$ cat config.mk
export PLATFORM = sky130hd
export DESIGN_NAME = pipeline_sequencer
export DESIGN_NICKNAME = d
export VERILOG_FILES = /design/src/rtl/pipeline_sequencer_pkg.sv /design/src/rtl/pipeline_sequencer_load_use_detect.sv /design/src/rtl/pipeline_sequencer.sv
export SDC_FILE = /design/constraint.sdc
export NUM_CORES = 1
export LEC_CHECK = 0
export BUFFER_PORTS_ARGS = -buffer_cell sky130_fd_sc_hd__buf_4
export CORE_MARGIN = 1.5
export CORE_UTILIZATION = 47
export CTS_CLUSTER_DIAMETER = 60
export CTS_CLUSTER_SIZE = 8
export DETAILED_ROUTE_END_ITERATION = 8
export GPL_TIMING_DRIVEN = 0
export HOLD_SLACK_MARGIN = 0.05
export PLACE_DENSITY_LB_ADDON = 0.2
export SLEW_MARGIN = 30
export SYNTH_ARGS = -nofsm -noshare
export SYNTH_HDL_FRONTEND = slang
export SYNTH_SLANG_ARGS = --single-unit
$ cat constraint.sdc
create_clock -name clk -period 2.7 [get_ports clk]
set_input_delay 0.405 -clock clk [delete_from_list [all_inputs] [get_ports clk]]
set_output_delay 0.405 -clock clk [all_outputs]
set_load 0.05 [all_outputs]
$ cat src/rtl/pipeline_sequencer_pkg.sv
// Shared definitions for the pipeline sequencer: FSM encoding, opcodes and
// the default memory timeout.
package pipeline_sequencer_pkg;

  typedef enum logic [1:0] {
    RUN   = 2'b00,
    WAIT  = 2'b01,
    ABORT = 2'b10
  } seqState_t;

  localparam logic [5:0] OP_RFORMAT = 6'b000000;
  localparam logic [5:0] OP_LW      = 6'b100011;
  localparam logic [5:0] OP_SW      = 6'b101011;
  localparam logic [5:0] OP_BEQ     = 6'b000100;
  localparam logic [5:0] OP_J       = 6'b000010;

  localparam int MEM_TIMEOUT_DEFAULT = 16;

  // Instructions that actually read rt as a source operand.
  function automatic logic usesRt(input logic [5:0] opcode);
    logic result;
    case (opcode)
      OP_RFORMAT, OP_SW, OP_BEQ: result = 1'b1;
      OP_LW, OP_J:               result = 1'b0;
      default:                   result = 1'b0;
    endcase
    return result;
  endfunction

endpackage

$ cat src/rtl/pipeline_sequencer_load_use_detect.sv
// Combinational load-use hazard detector between the load in EX and the
// instruction in ID.
module load_use_detect
  import pipeline_sequencer_pkg::*;
(
  input  logic [5:0] idOpcode,
  input  logic [4:0] idRs,
  input  logic [4:0] idRt,
  input  logic       exMemRead,
  input  logic [4:0] exRt,
  output logic       loadUse
);

  logic rsMatch;
  logic rtMatch;

  assign rsMatch = (exRt == idRs);
  // An rt match only matters when the ID instruction reads rt.
  assign rtMatch = (exRt == idRt) && usesRt(idOpcode);
  assign loadUse = exMemRead && (exRt != 5'd0) && (rsMatch || rtMatch);

endmodule

$ cat src/rtl/pipeline_sequencer.sv
// Pipeline sequencer: hazard stalls, branch/jump flushes and data-memory wait
// handling with timeout abort, plus a saturating stall-cycle counter.
module pipeline_sequencer
  import pipeline_sequencer_pkg::*;
#(
  parameter int MEM_TIMEOUT = MEM_TIMEOUT_DEFAULT
) (
  input  logic        clk,
  input  logic        rst_n,
  input  logic [5:0]  id_opcode,
  input  logic [4:0]  id_rs,
  input  logic [4:0]  id_rt,
  input  logic        id_jump,
  input  logic        ex_memRead,
  input  logic [4:0]  ex_rt,
  input  logic        ex_branch_taken,
  input  logic        mem_req,
  input  logic        mem_ready,
  input  logic        clr_stats,
  output logic        pc_write,
  output logic        ifid_write,
  output logic        ifid_flush,
  output logic        idex_bubble,
  output logic        pipe_hold,
  output logic        mem_error,
  output logic [15:0] stall_cycles
);

  seqState_t   stateR;
  seqState_t   stateNext;
  logic [7:0]  waitCntR;
  logic [7:0]  waitCntNext;
  logic        memErrorR;
  logic        memErrorSet;
  logic [15:0] stallCntR;
  logic        loadUse;
  logic        timeoutHit;
  logic        freeze;

  load_use_detect uDetect (
    .idOpcode  (id_opcode),
    .idRs      (id_rs),
    .idRt      (id_rt),
    .exMemRead (ex_memRead),
    .exRt      (ex_rt),
    .loadUse   (loadUse)
  );

  // The final wait cycle is released so that exactly MEM_TIMEOUT cycles freeze.
  assign timeoutHit = (stateR == WAIT) && (waitCntR == 8'(MEM_TIMEOUT - 1)) && !mem_ready;
  assign freeze     = mem_req && !mem_ready && (stateR != ABORT) && !timeoutHit;

  // Next-state, wait counter and error-set decode.
  always_comb begin
    stateNext   = stateR;
    waitCntNext = waitCntR;
    memErrorSet = 1'b0;
    case (stateR)
      RUN: begin
        if (mem_req && !mem_ready) begin
          stateNext = WAIT;
        end else begin
          stateNext = RUN;
        end
        waitCntNext = 8'd0;
      end
      WAIT: begin
        if (mem_ready) begin
          stateNext   = RUN;
          waitCntNext = 8'd0;
        end else if (timeoutHit) begin
          stateNext   = ABORT;
          waitCntNext = 8'd0;
          memErrorSet = 1'b1;
        end else begin
          stateNext   = WAIT;
          waitCntNext = waitCntR + 8'd1;
        end
      end
      ABORT: begin
        stateNext   = RUN;
        waitCntNext = 8'd0;
      end
      default: begin
        stateNext   = RUN;
        waitCntNext = 8'd0;
      end
    endcase
  end

  // Priority-encoded pipeline control.
  always_comb begin
    pc_write    = 1'b1;
    ifid_write  = 1'b1;
    ifid_flush  = 1'b0;
    idex_bubble = 1'b0;
    pipe_hold   = 1'b0;
    if (freeze) begin
      pc_write   = 1'b0;
      ifid_write = 1'b0;
      pipe_hold  = 1'b1;
    end else if (ex_branch_taken) begin
      ifid_flush  = 1'b1;
      idex_bubble = 1'b1;
    end else if (loadUse) begin
      pc_write    = 1'b0;
      ifid_write  = 1'b0;
      idex_bubble = 1'b1;
    end else if (id_jump) begin
      ifid_flush = 1'b1;
    end else begin
      pc_write = 1'b1;
    end
  end

  // FSM state, wait counter and sticky error flag.
  always_ff @(posedge clk or negedge rst_n) begin
    if (!rst_n) begin
      stateR    <= RUN;
      waitCntR  <= 8'd0;
      memErrorR <= 1'b0;
    end else begin
      stateR    <= stateNext;
      waitCntR  <= waitCntNext;
      memErrorR <= memErrorR | memErrorSet;
    end
  end

  // Saturating count of cycles in which the PC did not advance.
  always_ff @(posedge clk or negedge rst_n) begin
    if (!rst_n) begin
      stallCntR <= 16'd0;
    end else if (clr_stats) begin
      stallCntR <= 16'd0;
    end else if (!pc_write && (stallCntR != 16'hFFFF)) begin
      stallCntR <= stallCntR + 16'd1;
    end else begin
      stallCntR <= stallCntR;
    end
  end

  assign mem_error    = memErrorR;
  assign stall_cycles = stallCntR;

endmodule

Yosys cells after proc, flatten, opt, wreduce, memory -nomap -nowiden

Index checks and enable logic that the tools add are counted.

Multiplexer cells: 24
Reductions and logical operators: 18
Equality and inequality tests: 8
$add $sub $neg: 2
Bitwise logic cells: 1

Operators with widths:

| cell                                                                   | number |
|---|---|
| 16-bit two-way mux                                                     | 2 |
| 8-bit two-way mux                                                      | 3 |
| 16-bit by 1-bit adder with 16-bit output (second input constant)       | 1 |
| 1-bit two-way mux                                                      | 16 |
| 16-bit != test (second input constant)                                 | 1 |
| 5-bit equality test                                                    | 2 |
| 1-bit logical AND                                                      | 9 |
| 8-bit by 1-bit adder with 8-bit output (second input constant)         | 1 |
| 8-bit by 4-bit equality test with 1-bit output (second input constant) | 1 |
| 6-bit by 3-bit equality test with 1-bit output (second input constant) | 1 |
| 6-bit equality test (second input constant)                            | 1 |
| 6-bit logical NOT                                                      | 1 |
| 5-bit nonzero test                                                     | 1 |
| 2-bit two-way mux                                                      | 2 |
| 2-bit case mux with 2 select lines                                     | 1 |
| 1-bit logical NOT                                                      | 3 |
| 3-bit OR reduction                                                     | 1 |
| 2-bit by 1-bit equality test with 1-bit output (second input constant) | 1 |
| 2-bit logical NOT                                                      | 1 |
| 2-bit != test (second input constant)                                  | 1 |
| 2-bit nonzero test                                                     | 1 |
| 1-bit logical OR                                                       | 1 |
| 1-bit OR                                                               | 1 |

Output and inout port bits: 22
Register bits after elaboration: 27

Longest topological paths before layout

Depth in word-level cells: 13
Mapped depth: 9

Hierarchy

Synthesis repeated with hierarchy kept, for this count alone.

Cell total of the unflattened synthesis: 174
Area, all modules: 1701.6 µm²

Modules (own cells, without submodules):

| module             | instances | cells an instance | sequential area each (µm²) | area each (µm²) |
|---|---|---|---|---|
| pipeline_sequencer | 1         | 153               | 675.6                      | 1537.7 |
| load_use_detect    | 1         | 21                | 0.0                        | 163.9 |

Least setup slack after synthesis

Ideal clock, no wire load.

Kind: reg-to-output
Start: register waitCntR[0]
End: output port ifid_flush
Data required time: 2295 ps
Path slack: -42 ps
Stages on the path, launching flop included: 9
Path buffers: 2
Arrival time: 2337 ps
Path through: dfrtp_1 ha_1 and3_1 nand4b_1 and4b_2 nor3_4 buf_8 buf_12 o21a_1

Word-level cells in the longest chain between the ends: 6

Ends and longest elaborated chain:

| what                                           | line                      | RTL |
|---|---|---|
| start: declaration                             | pipeline_sequencer.sv:31  | `logic [7:0] waitCntR;` |
| start signal: assignment                       | pipeline_sequencer.sv:124 | `waitCntR <= waitCntNext;` |
| 8-bit by 4-bit equality test with 1-bit output | pipeline_sequencer.sv:50  | `assign timeoutHit = (stateR == WAIT) && (waitCntR == 8'(MEM_TIMEOUT - 1)) && !mem_ready;` |
| 1-bit logical AND (2 in series)                | pipeline_sequencer.sv:50  |  |
| 1-bit logical NOT                              | pipeline_sequencer.sv:51  | `assign freeze = mem_req && !mem_ready && (stateR != ABORT) && !timeoutHit;` |
| 1-bit logical AND                              | pipeline_sequencer.sv:51  |  |
| 1-bit two-way mux                              | pipeline_sequencer.sv:98  | `if (freeze) begin` |
| end: declaration                               | pipeline_sequencer.sv:22  | `output logic ifid_flush,` |

Every way passes these cells.

Final worst setup path

Start: register waitCntR[1]
End: output port ifid_flush

Same word-level chain as after synthesis.

==> flow_summary_export.csv <==
group,metric,value,unit
sta,hold_viol_final,0,
sta,slew_violations,0,
routing,drcViolationCount,0,
floorplan,die_w,64.3,um
final_layout,multi_input_area,1010,um2
grt,grt_pass1_vias,1338,
setup_path,crit_family,"simple AND/OR/NAND/NOR gates",
routing,vias,1482,
grt,grt_pass1_wl,6290,um
grt,grt.total_usage,19.2,%
routing,drt_iter0_drc,60,
setup_path,crit_chain,"ha_2 > and3_4 > nand4b_1 > and4b_2 > nor3_4 > buf_8 > buf_12 > o21a_2 > buf_6",
final_layout,num_antenna_cells,0,
sta,fin_crit_sh,96.5,%
min_path,min_path_cells,2,
clock_network,cts_tree,"built",
setup_path,crit_fanout,11,
setup_path,crit_buf_inv,3,
floorplan,die_y,64.3,um
synth,synth_edf_count,0,
clock_network,cts_buffers,3,
synth,ys_seq_area_share,38.3,%
grt,grt_start_max_net_pins,28,
setup_path,r2r_setup_slack,0.37,ns
sta,period_needed,2.60,ns
routing,viasPerCell,5.27,
setup_path,r2r_cells,9,
setup_path,critical_path_required,2.30,ns
floorplan,rows,22,
synth,synth-seq-cells,27,
clock_network,clk_transition_reported_paths,0.10,ns
final_layout,ff_latch_area,676,um2
clock_network,htreeDepth,1,
floorplan,core_area,3630,um2
synth,synth.cell_area,1760,um2
routing,dr.pass1.iters,4,
setup_path,cp.arrival,2.20,ns
floorplan,die-area,4130,um2
placed_design,gp_congestion,0.778,
floorplan,io_pins,51,
clock_network,clockBufferDepth,2,
setup_path,critPathKind,"reg -> out",
run_status,status,"completed",
setup_path,start_kind,"flop",
synth,synth_cell_types,49,
routing,postRouteWirelength,3780,um
sta,fin_skew,0.0110,ns
synth,syn_nets,204,
final_layout,fin_area,2310,um2
clock_network,clock-sinks,27,
grt,overflow,0,
final_layout,final_common_cell,"buf_4",
setup_path,r2r_start,"waitCntR[0]$_DFF_PN0_",
final_layout,area_growth,30.9,%
min_path,min_path_type,"in -> reg",
sta,tightestPinTransition,0.676,ns
setup_path,timing.rr.end,"stall_cycles[3]$_DFFE_PN0P_",
clock_network,root_buffer,"clkbuf_8",
placed_design,dp_hpwl,2730,um
pwr,vdd.ir_drop.worst,0.000191,V
min_path,min_from,"mem_ready",
grt,grt_antenna_before_repair,0,
min_path,whs_endpoint,"stateR[0]$_DFF_PN0_",
setup_path,critical-path-max-stage-delay,0.37,ns
setup_path,cp-end-kind,"output pin",
floorplan,start_util,48.6,%
final_layout,drive_gt1_share,43.3,%
setup_path,crit_slowest_cell,"dfrtp_1",
pwr,p_per_area,351,nW/um2
placed_design,postPlaceCellArea,2200,um2
final_layout,finalNetCount,265,
final_layout,nFillCells,320,
synth,ys_warn_count,0,
pwr,p_leak,0.967,nW
clock_network,clk_latency,0.27,ns
synth,synthFlopType,"dfrtp_1",
sta,max_slew_margin,54.9,%
synth,syn_inst,173,
sta,fmax,384,MHz
routing,drt-wirelength-per-cell,13.4,um
run,maxCapViolCount,0,
synth,postSynthAreaPerCell,10.2,um2
placed_design,port_buffers,50,
final_layout,layout_common_cells,"buf_4, dfrtp_1, nor2_1, xnor2_1, nand3_1",
routing,antenna_left,0,
sta,setup_viol,0,
sta,timing.setup.tns,0,ns
synth,async_flop_share,100,%
## repair_timing
action	CTS	global route
setup endpoints to repair	3	2
pin swaps	3	1
gates resized for setup	2	1
buffers inserted	4	1
hold endpoints to repair	16	0
hold buffers	1	0
## power breakdown
part	total, W	internal (W)	leakage, nW	switching [W]
registers	0.000413	0.000409	0.372	0.00000451
clock network	0.000236	0.000105	0.0217	0.000131
logic	0.000162	0.0000742	0.574	0.0000878
total	0.000811	0.000588	0.967	0.000223
## layer usage
metal | GRT usage (%) | part of all wire (%) | vias up
met1 | 28.4 | 49 | 712
met5 | 0 | 0 | -
met3 | 2.11 | 2.4 | 2
li1 | - | - | 752
met2 | 30.3 | 48 | 16
met4 | 3.99 | 0.42 | 0
## kinds of logic after synthesis
family          synth area share [%]
fa+ha+maj                       1.42
simple gates                    29.0
xor+xnor                        7.94
flops                           38.3
compound gates                  13.8
buf+inv                         4.75
mux                             4.82
## flip-flops by register name (all words and copies together), names as in the netlist
signal,flops
stateR,2
mem_error,1
waitCntR,8
stall_cycles,16
## stage by stage
step	utilization (%)	cells	power [W]	setup slack [ns]	hold slack (ns)
5_1_grt	63.5	281	0.000853	-0.00728	0.312
2_1_floorplan	-	173	0.000509	0.0827	0.109
3_5_place_dp	60.6	271	0.000577	-0.0552	0.348
3_3_place_gp	60.6	271	0.000577	-0.0469	0.346
6_report	63.5	281	0.000811	0.0955	0.312
4_1_cts	63.3	280	0.000818	0.00595	0.308
## layout make-up
type / count / share of cell area, %
buffer: 7 / 2.82
clock buffer: 3 / 1.79
clock inverter: 1 / 0.325
inverter: 5 / 0.813
multi-input combinational: 134 / 43.9
sequential: 27 / 29.3
tap: 48 / 2.60
timing repair buffer: 56 / 18.5
## how the worst max path moves through the flow
stage | startpoint | to | slack [ns] | depth (start not counted)
2_1_floorplan | waitCntR[0]$_DFF_PN0_ | ifid_flush | 0.08 | 8
3_3_place_gp | ex_rt[1] | ifid_flush | -0.05 | 9
3_5_place_dp | ex_rt[1] | ifid_flush | -0.06 | 9
4_1_cts | waitCntR[0]$_DFF_PN0_ | ifid_flush | 0.006 | 9
5_1_grt | waitCntR[0]$_DFF_PN0_ | ifid_flush | -0.007 | 9
6_report | waitCntR[1]$_DFF_PN0_ | ifid_flush | 0.1 | 9
## Yosys cell counts, types with 2 or more instances
master     n  area (um2)
clkbuf_1   2        7.51
nor2_1    21        78.8
xnor2_1   13         114
mux2_4     5        75.1
dfrtp_1   27         676
o31ai_2    6        75.1
a21oi_2    7        61.3
nor4_2     2        25.0
nor2b_1    4        25.0
and3_1     2        12.5
nor3_2     2        20.0
and4_1     3        26.3
nand2b_1   2        12.5
xor2_1     3        26.3
buf_4      3        22.5
nand4_1    3        18.8
or4_1      7        52.6
a21oi_1    3        15.0
inv_1      5        18.8
nor4_1     3        18.8
ha_1       2        25.0
nand2_1    9        33.8
nor3_1     2        10.0
or2_2      2        12.5
nand3_1   11        55.1
Note: power is estimated with default switching activity, not from simulation.
